### config.mk
export PLATFORM = sky130hd
export DESIGN_NAME = mem_port_arbiter
export DESIGN_NICKNAME = d
export VERILOG_FILES = /design/src/rtl/mem_port_arbiter_pkg.sv /design/src/rtl/mem_port_arbiter_mux.sv /design/src/rtl/mem_port_arbiter.sv
export SDC_FILE = /design/constraint.sdc
export NUM_CORES = 1
export LEC_CHECK = 0
export ABC_AREA = 1
export BUFFER_PORTS_ARGS = -buffer_cell sky130_fd_sc_hd__buf_2
export CORE_MARGIN = 10
export CORE_UTILIZATION = 46
export DETAILED_ROUTE_END_ITERATION = 10
export PLACE_DENSITY = 0.8
export SLEW_MARGIN = 0
export SYNTH_ARGS = -nofsm -noshare
export SYNTH_HDL_FRONTEND = slang
export SYNTH_HIERARCHICAL = 1
export SYNTH_SLANG_ARGS = --single-unit
### constraint.sdc
create_clock -name clk -period 1.9 [get_ports clk]
set_input_delay 0.57 -clock clk [delete_from_list [all_inputs] [get_ports clk]]
set_output_delay 0.57 -clock clk [all_outputs]
set_load 0.01 [all_outputs]
### src/rtl/mem_port_arbiter_pkg.sv
// rtl/mem_port_arbiter_pkg.sv - shared arbiter definitions: state and grant encodings
// Purpose: state encoding and grant encoding shared by the arbiter and its bench.
// Ports: none (package).
package mem_port_arbiter_pkg;

  typedef logic [1:0] arb_state_t;

  localparam arb_state_t IDLE   = 2'd0;
  localparam arb_state_t BUSY_D = 2'd1;
  localparam arb_state_t BUSY_I = 2'd2;

  // Grant encoding doubles as the mem_sel / address-mux select value.
  localparam logic GNT_D = 1'b0;
  localparam logic GNT_I = 1'b1;

  localparam int CNT_W = 4;

endpackage

### src/rtl/mem_port_arbiter_mux.sv
// rtl/mem_port_arbiter_mux.sv - n-bit 2:1 multiplexer used on the arbiter address path
// Purpose: out = sel ? B : A.
// Ports: A (sel=0 input), B (sel=1 input), sel, out.
module N_Bit_2X1_MUX #(
  parameter int n = 32
) (
  input  logic [n-1:0] A,
  input  logic [n-1:0] B,
  input  logic         sel,
  output logic [n-1:0] out
);

  assign out = sel ? B : A;

endmodule

### src/rtl/mem_port_arbiter.sv
// rtl/mem_port_arbiter.sv - fetch/data round-robin arbiter for a single-ported memory
// Purpose: grants the shared memory to the fetch or load/store port, drives the
//   registered memory address/strobes, counts LAT cycles and pulses a one-cycle ack.
// Ports:
//   clk, rst                 clock, synchronous active-high reset
//   if_req, if_addr          fetch request / address
//   d_req, d_we, d_addr      load/store request / write enable / address
//   mem_en, mem_we, mem_addr memory access strobes and registered address
//   mem_sel                  1 = fetch port owns the memory, 0 = data port
//   if_ack, d_ack            one-cycle completion pulses
module mem_port_arbiter
  import mem_port_arbiter_pkg::*;
#(
  parameter int AW  = 32,
  parameter int LAT = 2
) (
  input  logic          clk,
  input  logic          rst,
  input  logic          if_req,
  input  logic [AW-1:0] if_addr,
  input  logic          d_req,
  input  logic          d_we,
  input  logic [AW-1:0] d_addr,
  output logic          mem_en,
  output logic          mem_we,
  output logic [AW-1:0] mem_addr,
  output logic          mem_sel,
  output logic          if_ack,
  output logic          d_ack
);

  arb_state_t       state_q, state_d;
  logic [CNT_W-1:0] cnt_q;
  logic             last_grant_q;
  logic             mem_en_q, mem_we_q, mem_sel_q;
  logic [AW-1:0]    mem_addr_q;

  logic             grant_valid;
  logic             grant_sel;
  logic             cnt_zero;
  logic [AW-1:0]    addr_mux;

  assign cnt_zero = (cnt_q == '0);

  N_Bit_2X1_MUX #(.n(AW)) u_addr_mux (
    .A   (d_addr),
    .B   (if_addr),
    .sel (grant_sel),
    .out (addr_mux)
  );

  // State register.
  always_ff @(posedge clk) begin
    if (rst) state_q <= IDLE;
    else     state_q <= state_d;
  end

  // Next state and grant decision. At a completion edge only the other port
  // may be granted, which keeps a streaming port from locking out its peer.
  always_comb begin
    state_d     = state_q;
    grant_valid = 1'b0;
    grant_sel   = GNT_D;
    case (state_q)
      IDLE: begin
        if (if_req && d_req) begin
          grant_valid = 1'b1;
          grant_sel   = ~last_grant_q;
        end else if (d_req) begin
          grant_valid = 1'b1;
          grant_sel   = GNT_D;
        end else if (if_req) begin
          grant_valid = 1'b1;
          grant_sel   = GNT_I;
        end
      end
      BUSY_D: begin
        if (cnt_zero) begin
          if (if_req) begin
            grant_valid = 1'b1;
            grant_sel   = GNT_I;
          end else begin
            state_d = IDLE;
          end
        end
      end
      BUSY_I: begin
        if (cnt_zero) begin
          if (d_req) begin
            grant_valid = 1'b1;
            grant_sel   = GNT_D;
          end else begin
            state_d = IDLE;
          end
        end
      end
      default: state_d = IDLE;
    endcase
    if (grant_valid) state_d = (grant_sel == GNT_I) ? BUSY_I : BUSY_D;
  end

  // Outputs: acks are combinational so they land in the last counted cycle.
  always_comb begin
    if_ack = (state_q == BUSY_I) && cnt_zero;
    d_ack  = (state_q == BUSY_D) && cnt_zero;
  end

  // Datapath: counter, round-robin history and registered memory interface.
  always_ff @(posedge clk) begin
    if (rst) begin
      cnt_q        <= '0;
      last_grant_q <= GNT_I;
      mem_en_q     <= 1'b0;
      mem_we_q     <= 1'b0;
      mem_sel_q    <= 1'b0;
      mem_addr_q   <= '0;
    end else if (grant_valid) begin
      cnt_q        <= CNT_W'(LAT - 1);
      last_grant_q <= grant_sel;
      mem_en_q     <= 1'b1;
      mem_we_q     <= (grant_sel == GNT_D) ? d_we : 1'b0;
      mem_sel_q    <= grant_sel;
      mem_addr_q   <= addr_mux;
    end else if (state_d == IDLE) begin
      mem_en_q <= 1'b0;
      mem_we_q <= 1'b0;
    end else begin
      cnt_q <= cnt_q - 1'b1;
    end
  end

  assign mem_en   = mem_en_q;
  assign mem_we   = mem_we_q;
  assign mem_sel  = mem_sel_q;
  assign mem_addr = mem_addr_q;

endmodule

Word level (Yosys, flattened, before mapping):

Cells that the tools add are included.

* add/sub/neg operators: 1
* equal/unequal tests: 3
* muxes and demuxes: 24
* bitwise gates (word level): 1
* reductions and logical operators: 8

Operators by type and width (count)
* $mux 32: 1
* $mux 1: 14
* $mux 2: 6
* $pmux 2 s3: 1
* $logic_not 2->1: 2
* $logic_not 4->1: 1
* $sub 4x1->4 const B: 1
* $logic_and 1x1->1: 3
* $pmux 1 s3: 1
* $eq 2x1->1 const B: 1
* $eq 2x2->1 const B: 1
* $ne 2x2->1 const B: 1
* $pmux 1 s2: 1
* $reduce_bool 2->1: 1
* $reduce_or 2->1: 1
* $not 1->1: 1

* bits in registers: 42
* input port bits: 69
* output and inout bits: 37
* logic and storage cells: 45

Logic depth before layout (Yosys ltp):

* depth after elaboration: 9
* gate-level depth with buffers: 13
* mapped depth without buffers: 11

Modules after synthesis:

Netlist, hierarchy kept.

Modules (own cells, without submodules)
* mem_port_arbiter: times used 1, cells each 216, area an instance 1676.6 um^2, sequential area each 840.8 um^2
* N_Bit_2X1_MUX: times used 1, cells each 104, area an instance 491.7 um^2, sequential area each 0.0 um^2

Worst setup path after synthesis:

Ideal clock, no wire load.

* path kind: register -> register
* start: reg cnt_q[0]
* end: reg mem_addr_q[3] (netlist: mem_addr[3])
* setup time: 0.132 ns
* arrival time: 1.493 ns
* required time: 1.768 ns
* path slack: 0.275 ns
* stages on the path, launching flop included: 14
* path buffers: 2
* clock period less this slack: 1.625 ns
* path through: dfxtp_1 > inv_1 > ha_1 > nand2_1 > nor2_2 > nand3_2 > nand2_1 > buf_6 > inv_8 > buf_12 > nand2_2 > nand2_1 > nand2_1 > a21oi_1

* word-level cells in the longest chain between the ends: 4
* elaborated cells between the ends (all ways): 6
* those cells by class: mux: 5; reduce/logical: 1

Ends and longest elaborated chain
* from (decl): RTL line mem_port_arbiter.sv:33 `logic [CNT_W-1:0] cnt_q;`
* from (signal assigned): RTL line mem_port_arbiter.sv:118 `cnt_q <= CNT_W'(LAT - 1);`
* from (signal assigned): RTL line mem_port_arbiter.sv:128 `cnt_q <= cnt_q - 1'b1;`
* $logic_not 4->1: RTL line mem_port_arbiter.sv:43 `assign cnt_zero = (cnt_q == '0);`
* $mux 1: RTL line mem_port_arbiter.sv:78 `if (cnt_zero) begin`
* $pmux 1 s2: RTL line mem_port_arbiter.sv:64 `case (state_q)`
* via grant_sel: RTL line mem_port_arbiter.sv:39 `logic grant_sel;`
* $mux 32: RTL line mem_port_arbiter_mux.sv:13 `assign out = sel ? B : A;`
* via addr_mux[3]: RTL line mem_port_arbiter.sv:41 `logic [AW-1:0] addr_mux;`
* to (signal assigned): RTL line mem_port_arbiter.sv:123 `mem_addr_q <= addr_mux;`
* to (decl): RTL line mem_port_arbiter.sv:36 `logic [AW-1:0] mem_addr_q;`

The timed path passes the listed nets, and every way through them passes these cells.
A chain may end at the register's enable or synchronous reset.

Worst setup path in the final report:

* start: reg cnt_q[0]
* end: out d_ack

* word-level cells in the longest chain between the ends: 2

Ends and longest elaborated chain
* $logic_not 4->1: RTL line mem_port_arbiter.sv:43
* $logic_and 1x1->1: RTL line mem_port_arbiter.sv:105 `d_ack = (state_q == BUSY_D) && cnt_zero;`
* to (decl): RTL line mem_port_arbiter.sv:29 `output logic d_ack`

Every way passes these cells.

==> results.cfg <==
[outcome]
status = complete, no violations

[grt]
grt_pass1_vias = 2104
antenna_found_initial = 0
grtUsageTotal_pct = 15.06
grt-ovfl-total = 0
grt_first_pass_wirelength_um = 9584
grt_max_degree = 38

[layout]
drive_gt1_share_pct = 34.36
n_antenna_cell = 0
fin_nets = 492
area_growth_pct = 26.72
nFillCells = 433
finalInstanceArea_um2 = 2748

[sta]
setup_viol = 0
hold_viol = 0
rsz0062_at_grt = false
tightest_slew_ps = 394.5
fmax_ghz = 0.5520
hold_ws_ps = 454.4
period_minus_slack_ps = 1812
finalMaxSlewViolations = 0
tns_ps = 0
slew_headroom_pct = 73.70
period_share_pct = 95.34
skew_ps = 5.630

[setup_path]
critPathKind = flip-flop to primary output
worstPathMaxFanout = 4
r2r-start = cnt_q[0]$_SDFFE_PP0P_
reg2reg_slack_ps = 170
crit_path_start_kind = flip-flop
startpoint = cnt_q[0]$_SDFFE_PP0P_
endpoint_kind = primary output
required_ps = 1330
worstPathArrival_ps = 1240

[clock_network]
insertion_delay_ps = 290
cts_resized = 0
cts_setup_buffers = 0
h-tree-depth = 2
numCtsBuffers = 5
hold_buffers = 0
cts_root_buffer = clkbuf_8
cts.sink_count = 42
path_clk_slew_ps = 80
clk_path_buf_depth = 2
cts_tree = yes

[routing]
viasPerCell = 4.732
routedWlPerCell_um = 12.59
drc = 0
first_iter_violations = 87
drtAntennaViolNets = 0
via_count = 2243
wl_um = 5966
first_pass_iters = 4

[power]
ir_drop_v = 0.0006573
p_leak_nw = 1.502
powerDensity_nw_per_um2 = 1624

[yosys]
yosysTopAreaCellShare_pct = 38.78
yosysWarnings = 6
synth_top_cell_by_area = dfxtp_1
syn_avg_cell_area_um2 = 6.776
netlist_area_um2 = 2168
syn_inst = 320
netlist-cell-type-count = 26
synth_seq_cells = 42
synthTopCellsByArea = dfxtp_1, nand2_1, a21oi_1
seq_area_frac_synth_pct = 38.78
syn-num-nets = 391

[placement]
dp_hpwl_um = 4638
portBuffers = 105
placed_area_um2 = 2650
routabilityCongestion = 0.8466

[die]
coreArea_um2 = 4444
io_pins = 106
fp.dieW_um = 88.66
fp-row-count = 24
die_area_um2 = 7860
die_h_um = 88.66
start_util_pct = 48.79

[job]
cap_violations = 0

[min_path]
hp-class = flip-flop to flip-flop
hp-start = last_grant_q$_SDFFE_PP1P_
==> where the power goes <==
group,internal [W],total [W],switching (W)
combinational,0.000920,0.00246,0.00154
clock,0.000293,0.000585,0.000292
sequential,0.00123,0.00142,0.000194
total,0.00244,0.00446,0.00202
==> critical path, cell delays in order (launching register included) <==
cell,delay [ps]
dfxtp_2,340
inv_1,70
ha_2,190
nand2_2,70
nor3_1,120
buf_2,160
==> per-stage QoR <==
step	cells	total power, W	util, %	setup slack [ps]
3_3_place_gp	466	0.003864	59.63	152.4
3_5_place_dp	466	0.003906	59.63	113.3
2_1_floorplan	320	0.003376	-	274.7
4_1_cts	474	0.004505	61.68	45.57
6_report	474	0.004463	61.82	88.47
5_1_grt	474	0.004913	61.82	9.711
==> flip-flops by register name (all words and copies together), names as in the netlist <==
| register | cells |
|---|---|
| last_grant_q | 1 |
| mem_sel | 1 |
| mem_we | 1 |
| state_q | 2 |
| mem_addr | 32 |
| mem_en | 1 |
| cnt_q | 4 |
==> path summary, 6_finish.rpt <==
kind,to,cells after the start
setup / recovery,d_ack,5
hold / removal,last_grant_q$_SDFFE_PP1P_,2
setup reg to reg,mem_addr[25]$_SDFFE_PP0P_,12
hold reg to reg,last_grant_q$_SDFFE_PP1P_,2
==> synth_stat cells (all sizes together) <==
master / number
nor3: 2
nand4: 2
clkbuf: 6
xor2: 2
dfxtp: 42
a21oi: 35
buf: 12
nor2: 15
inv: 14
nand2: 176
ha: 2
o21ai: 6
nand3: 6
==> kinds of logic after synthesis <==
group / count (synthesis) / share of synthesized area [%]
and+or+nand+nor: 201 / 39.01
DFF: 42 / 38.78
AOI/OAI and AO/OA: 41 / 9.463
buffers and inverters: 32 / 10.79
xor gates and xnor gates: 2 / 0.8080
adders and majority gates: 2 / 1.154
==> layout make-up <==
cell class | instances | area (µm²) | area share, %
inverters | 14 | 60.06 | 2.186
clock inverters | 1 | 5.005 | 0.1821
well taps | 52 | 65.06 | 2.368
flip-flops and latches | 42 | 842.1 | 30.65
repair buffers | 112 | 590.6 | 21.49
clock buffers | 7 | 86.33 | 3.142
multi-input cells | 246 | 1099 | 39.98
==> cells in the final DEF, fill, tap and decap left out, types with 3 or more instances in the layout <==
cell,count
buf_2,105
clkbuf_8,6
nor2_1,10
a21oi_1,35
dfxtp_1,41
nor2_2,3
inv_1,10
nand3_1,4
inv_2,3
nand2_2,12
nand2_1,163
buf_4,6
o21ai_0,5
==> metal layers <==
metal | share of wire [%] | wire length [µm] | vias up | GRT usage [%]
met5 | 0 | 0 | - | 0
met4 | 0.99 | 59 | 0 | 5.727
met3 | 8.6 | 516 | 4 | 6.250
met2 | 47 | 2812 | 75 | 23.94
met1 | 43 | 2577 | 976 | 17.68
li1 | - | - | 1188 | -
No activity file was read; power rests on OpenSTA's default activity.
